$ cat config.mk
export PLATFORM = sky130hd
export DESIGN_NAME = divider
export DESIGN_NICKNAME = d
export VERILOG_FILES = /design/src/rtl/divider.sv
export SDC_FILE = /design/constraint.sdc
export NUM_CORES = 1
export LEC_CHECK = 0
export ABC_AREA = 1
export CORE_ASPECT_RATIO = 1.1
export CORE_UTILIZATION = 65
export DETAILED_ROUTE_END_ITERATION = 8
export GPL_TIMING_DRIVEN = 0
export PLACE_DENSITY = 0.88
export SLEW_MARGIN = 15
export SYNTH_ARGS = -nofsm -noshare
export SYNTH_HDL_FRONTEND = slang
export SYNTH_SLANG_ARGS = --single-unit
export TNS_END_PERCENT = 100
$ cat constraint.sdc
create_clock -name clk -period 8.6 [get_ports clk]
set_input_delay 1.72 -clock clk [delete_from_list [all_inputs] [get_ports clk]]
set_output_delay 1.72 -clock clk [all_outputs]
set_load 0.05 [all_outputs]
$ cat src/rtl/divider.sv
// divider: iterative radix-2 restoring divider for RV32M DIV/DIVU/REM/REMU.
// Operands are reduced to magnitudes on capture, one quotient bit is formed
// per CALC cycle, and the sign fix-up is folded into the final result write.
// Divide-by-zero and signed overflow resolve in a single cycle.
// Handshake: EX raises is_div with operands valid and holds it until div_done;
// div_done pulses for one cycle with div_out valid; dropping is_div during CALC
// abandons the operation without a done pulse.
module divider #(
    parameter int WIDTH = 32
) (
    input  logic             clk,
    input  logic             rst,
    input  logic [WIDTH-1:0] rs1_data,
    input  logic [WIDTH-1:0] rs2_data,
    input  logic [2:0]       funct3,
    input  logic             is_div,
    output logic             div_done,
    output logic [WIDTH-1:0] div_out
);

    localparam int CW = (WIDTH > 1) ? $clog2(WIDTH) : 1;
    localparam logic [CW-1:0]    LAST_STEP = CW'(WIDTH - 1);
    localparam logic [WIDTH-1:0] MOST_NEG  = {1'b1, {(WIDTH-1){1'b0}}};

    typedef enum logic [1:0] {
        IDLE = 2'd0,
        CALC = 2'd1,
        DONE = 2'd2
    } state_t;

    state_t           state_q;
    logic [CW-1:0]    count_q;
    logic [WIDTH-1:0] dividend_q;
    logic [WIDTH-1:0] divisor_q;
    logic [WIDTH-1:0] rem_q;
    logic [WIDTH-1:0] quo_q;
    logic [WIDTH-1:0] div_out_q;
    logic             div_done_q;
    logic             op_rem_q;
    logic             quo_neg_q;
    logic             rem_neg_q;

    // Request decode: operand magnitudes and the single-cycle special cases.
    logic             is_signed;
    logic             is_rem;
    logic             rs1_neg;
    logic             rs2_neg;
    logic [WIDTH-1:0] rs1_mag;
    logic [WIDTH-1:0] rs2_mag;
    logic             div_by_zero;
    logic             overflow;
    logic [WIDTH-1:0] fast_result;

    // Decode the incoming request from the live operands.
    always_comb begin
        is_signed   = ~funct3[0];
        is_rem      = funct3[1];
        rs1_neg     = is_signed & rs1_data[WIDTH-1];
        rs2_neg     = is_signed & rs2_data[WIDTH-1];
        rs1_mag     = rs1_neg ? (~rs1_data + 1'b1) : rs1_data;
        rs2_mag     = rs2_neg ? (~rs2_data + 1'b1) : rs2_data;
        div_by_zero = (rs2_data == '0);
        overflow    = is_signed && (rs1_data == MOST_NEG) && (rs2_data == '1);
        if (div_by_zero) begin
            fast_result = is_rem ? rs1_data : '1;
        end else begin
            fast_result = is_rem ? '0 : rs1_data;
        end
    end

    // One restoring step; the extra top bit of trial exposes the borrow.
    logic [WIDTH-1:0] shifted;
    logic [WIDTH:0]   trial;
    logic [WIDTH-1:0] rem_d;
    logic [WIDTH-1:0] quo_d;
    logic [WIDTH-1:0] result_d;

    // Form the next remainder/quotient and the sign-corrected final result.
    always_comb begin
        shifted = {rem_q[WIDTH-2:0], dividend_q[WIDTH-1]};
        trial   = {1'b0, shifted} - {1'b0, divisor_q};
        rem_d   = trial[WIDTH] ? shifted : trial[WIDTH-1:0];
        quo_d   = {quo_q[WIDTH-2:0], ~trial[WIDTH]};
        if (op_rem_q) begin
            result_d = rem_neg_q ? (~rem_d + 1'b1) : rem_d;
        end else begin
            result_d = quo_neg_q ? (~quo_d + 1'b1) : quo_d;
        end
    end

    // Control FSM and datapath registers; div_out only changes when entering DONE.
    always_ff @(posedge clk) begin
        if (rst) begin
            state_q    <= IDLE;
            count_q    <= '0;
            dividend_q <= '0;
            divisor_q  <= '0;
            rem_q      <= '0;
            quo_q      <= '0;
            div_out_q  <= '0;
            div_done_q <= 1'b0;
            op_rem_q   <= 1'b0;
            quo_neg_q  <= 1'b0;
            rem_neg_q  <= 1'b0;
        end else begin
            div_done_q <= 1'b0;
            case (state_q)
                IDLE: begin
                    if (is_div) begin
                        op_rem_q   <= is_rem;
                        dividend_q <= rs1_mag;
                        divisor_q  <= rs2_mag;
                        rem_q      <= '0;
                        quo_q      <= '0;
                        count_q    <= '0;
                        quo_neg_q  <= is_signed & (rs1_data[WIDTH-1] ^ rs2_data[WIDTH-1])
                                      & ~div_by_zero;
                        rem_neg_q  <= rs1_neg;
                        if (div_by_zero || overflow) begin
                            state_q    <= DONE;
                            div_out_q  <= fast_result;
                            div_done_q <= 1'b1;
                        end else begin
                            state_q <= CALC;
                        end
                    end
                end
                CALC: begin
                    if (!is_div) begin
                        state_q <= IDLE;
                    end else begin
                        dividend_q <= {dividend_q[WIDTH-2:0], 1'b0};
                        rem_q      <= rem_d;
                        quo_q      <= quo_d;
                        count_q    <= count_q + 1'b1;
                        if (count_q == LAST_STEP) begin
                            state_q    <= DONE;
                            div_out_q  <= result_d;
                            div_done_q <= 1'b1;
                        end
                    end
                end
                DONE: begin
                    state_q <= IDLE;
                end
                default: begin
                    state_q <= IDLE;
                end
            endcase
        end
    end

    assign div_done = div_done_q;
    assign div_out  = div_out_q;

endmodule

==> results.ini <==
[sta]
max_freq_mhz=190.7
drv_slew=0
skew_ns=0.01512
fin_crit_ns=5.243
setup_slack_ns=3.357
relSlewSlack=0.4016
max_slew.worst_pin.slew_ns=0.8944
hold_violations=0
min_period_over_period=0.6097
finalSetupTns_ns=0
rsz0062_at_grt=no
setup_violations=0

[routing]
firstDrtPassIters=9
antenna_left=0
via_per_inst=6.096
route.detailed.drc=9
num_vias=16027
drt_iter0_markers=1935
wire_per_inst_um=18.51
routed_wl_mm=48.65

[critical_path]
cpPeakStageDelay_ns=0.52
path_buf_inv=5
r2r_start=divisor_q[27]
critPathKind=input port to register
crit_fanout=10
reg2reg_slack_ns=3.92
cp-start-kind=input port
r2r_end=div_out[28]
worstRegToRegCells=25
cp_top_family=simple AND/OR/NAND/NOR gates
crit_path_end_kind=register
cp_cell_sequence=clkdlybuf4s50_1, inv_1, ha_1, inv_1, nor3_1, nand3_1, nor3_1, nand2_1, nor2_1, nand4_1, o211ai_1, nand3_1, buf_2, clkbuf_1, a21oi_1, nand2_1, a21oi_1
required_ns=8.97
cpMaxStageDelayCell=clkdlybuf4s50_1
arrival_ns=5.61
cp.depth=17

[global_routing]
grt_pass1_wl_mm=75.92
use_met3=0.09234
grt_pass1_vias=14916
met2_usage=0.7278
grt_max_degree=18
gr-max-usage-layer=met2
met1_usage=0.5368
groute.usage.overall=0.4582
globalRouteOverflowTotal=0
antenna_found_initial=0

[power_and_ir_drop]
ir_drop_mv=0.1599
p_per_area_nw_per_um2=175.9
power.leakage_uw=0.006893

[clock_network]
clock_path_buffers=2
cts_buffers=17
htreeDepth=4
path_clk_slew_ns=0.08
hold_buffers=0
post_cts_buffers=0
root_buffer=clkbuf_16
cts_num_sinks=169
clk_latency_ns=0.45
cts_resized=0
cts_tree=done

[floorplan]
die_y_um=152.0
pin_count=103
design.die.area_sq_um=21020
die_w_um=138.3
core_area_sq_um=19930
start_util=0.6668
row_count=54

[logic_synthesis]
synth-seq-cells=169
yosysWarnings=0
synth_top_flop_cell=dfxtp_1
synth_fp_nets=2354
synthCells=2244
synth-edff-count=0
synth.distinct_cells=59
avgSynthCellArea_sq_um=5.923
synthArstFlopShare=0
synth_area_sq_um=13290
ys_seq_area_frac=0.2546

[layout]
drive_gt1_frac=0.04670
nets=2474
final_core_util=0.7638
layout_common_cells=nand2_1 (683), inv_1 (263), a21oi_1 (214)
nFillCells=1667
final_common_cell=nand2_1
antenna_cells=0
area_growth_syn_to_layout_pct=14.55

[placement]
gp_congestion=1.042
pre_cts_ws_ns=3.104
port_buffers=101
dp_hpwl_mm=37.54

[run_status]
failed_checks=design-rule violations
status=finished, violations left

[hold_path]
worstHoldEndpoint=dividend_q[24]
hold_class=register to register
min_path_cells=2
hold_start=dividend_q[24]

[job]
max_cap_violations=0

worst max-delay path by stage:
stage                     start     endpoint  slack [ns]
floorplan           rs1_data[0]  div_out[27]        4.68
global placement    rs1_data[1]  div_out[28]        3.22
detailed placement  rs1_data[1]  div_out[28]        3.10
CTS                 rs1_data[1]  div_out[28]        3.55
global route        rs1_data[1]  div_out[28]        3.18
finish              rs1_data[1]  div_out[28]        3.36
power by group:
part	switching (uW)	internal [uW]	total [uW]
Clock	373	443	816
Sequential	27.3	829	857
Combinational	694	310	1000
registers in the layout (all words and copies together) (netlist names):
signal	cells
dividend_q	32
rem_q	31
state_q	2
op_rem_q	1
rem_neg_q	1
quo_neg_q	1
div_out	32
div_done	1
quo_q	31
count_q	5
divisor_q	32
layout make-up:
type	count	area, sq um	area share
multi-input cells	1702	8447	0.5549
flip-flops and latches	169	3383	0.2222
inverters	280	1054	0.06920
repair buffers	101	1011	0.06641
clock buffers	18	429.2	0.02819
plain buffers	93	406.6	0.02671
well taps	252	315.3	0.02071
clock inverters	14	177.7	0.01167
cell usage after synthesis (all sizes together) (3+ instances only):
| master | count | area share |
|---|---|---|
| nand2 | 703 | 0.20 |
| inv | 274 | 0.078 |
| a21oi | 220 | 0.086 |
| nor2 | 195 | 0.059 |
| dfxtp | 169 | 0.25 |
| o21ai | 155 | 0.059 |
| nand3 | 137 | 0.054 |
| clkbuf | 74 | 0.021 |
| ha | 39 | 0.037 |
| xor2 | 37 | 0.024 |
| nor3 | 33 | 0.014 |
| o22ai | 32 | 0.015 |
| o211ai | 26 | 0.015 |
| a31oi | 22 | 0.010 |
| nand4 | 22 | 0.010 |
| buf | 19 | 0.0097 |
| xnor2 | 13 | 0.0086 |
| nor4 | 11 | 0.0056 |
| or2 | 11 | 0.0052 |
| o21bai | 10 | 0.0056 |
| nand3b | 8 | 0.0045 |
| clkinv | 6 | 0.0017 |
| o31ai | 5 | 0.0028 |
| a21o | 4 | 0.0023 |
| and2 | 3 | 0.0016 |
| o221ai | 3 | 0.0020 |
worst register-to-register path, stage by stage (launching register included):
cell	delay (ns)
dfxtp_1	0.31
inv_1	0.11
ha_1	0.41
a21oi_1	0.23
nand2_1	0.09
nand2_1	0.08
nand2_1	0.09
a21oi_4	0.29
nand2_8	0.11
buf_12	0.16
inv_4	0.12
ha_1	0.16
inv_1	0.06
nor3_1	0.23
nand2_1	0.15
nor3_1	0.41
nand3_1	0.21
inv_1	0.11
nand4_1	0.09
o21ai_0	0.23
o21ai_0	0.15
or2_2	0.29
a21oi_1	0.14
nand2_1	0.13
nand2_1	0.11
a21oi_1	0.08
layer usage:
layer,share of wire,wire length [um]
met1,0.36,17570
met4,0.086,4168
met3,0.12,5807
met2,0.43,21110
met5,0,0
kinds of logic (layout without fill, tap and decap cells):
| logic type | after synthesis | count (layout) | synth area share |
|---|---|---|---|
| and+or+nand+nor | 1125 | 1125 | 0.3606 |
| DFF | 169 | 169 | 0.2546 |
| buffers and inverters | 373 | 506 | 0.1099 |
| AOI/OAI and AO/OA | 485 | 485 | 0.2023 |
| adders and majority gates | 42 | 42 | 0.03973 |
| xor gates and xnor gates | 50 | 50 | 0.03295 |
through the flow:
stage	cell area, sq um	std cells	hold slack [ns]	total power, uW
6_report	15220	2629	0.4669	2677
5_1_grt	15220	2629	0.4824	2780
4_1_cts	15220	2629	0.4662	2636
3_5_place_dp	14620	2597	0.4541	1834
3_3_place_gp	14620	2597	0.4491	1813
2_1_floorplan	13290	2244	0.4319	1544
(Power assumes the default switching activity.)
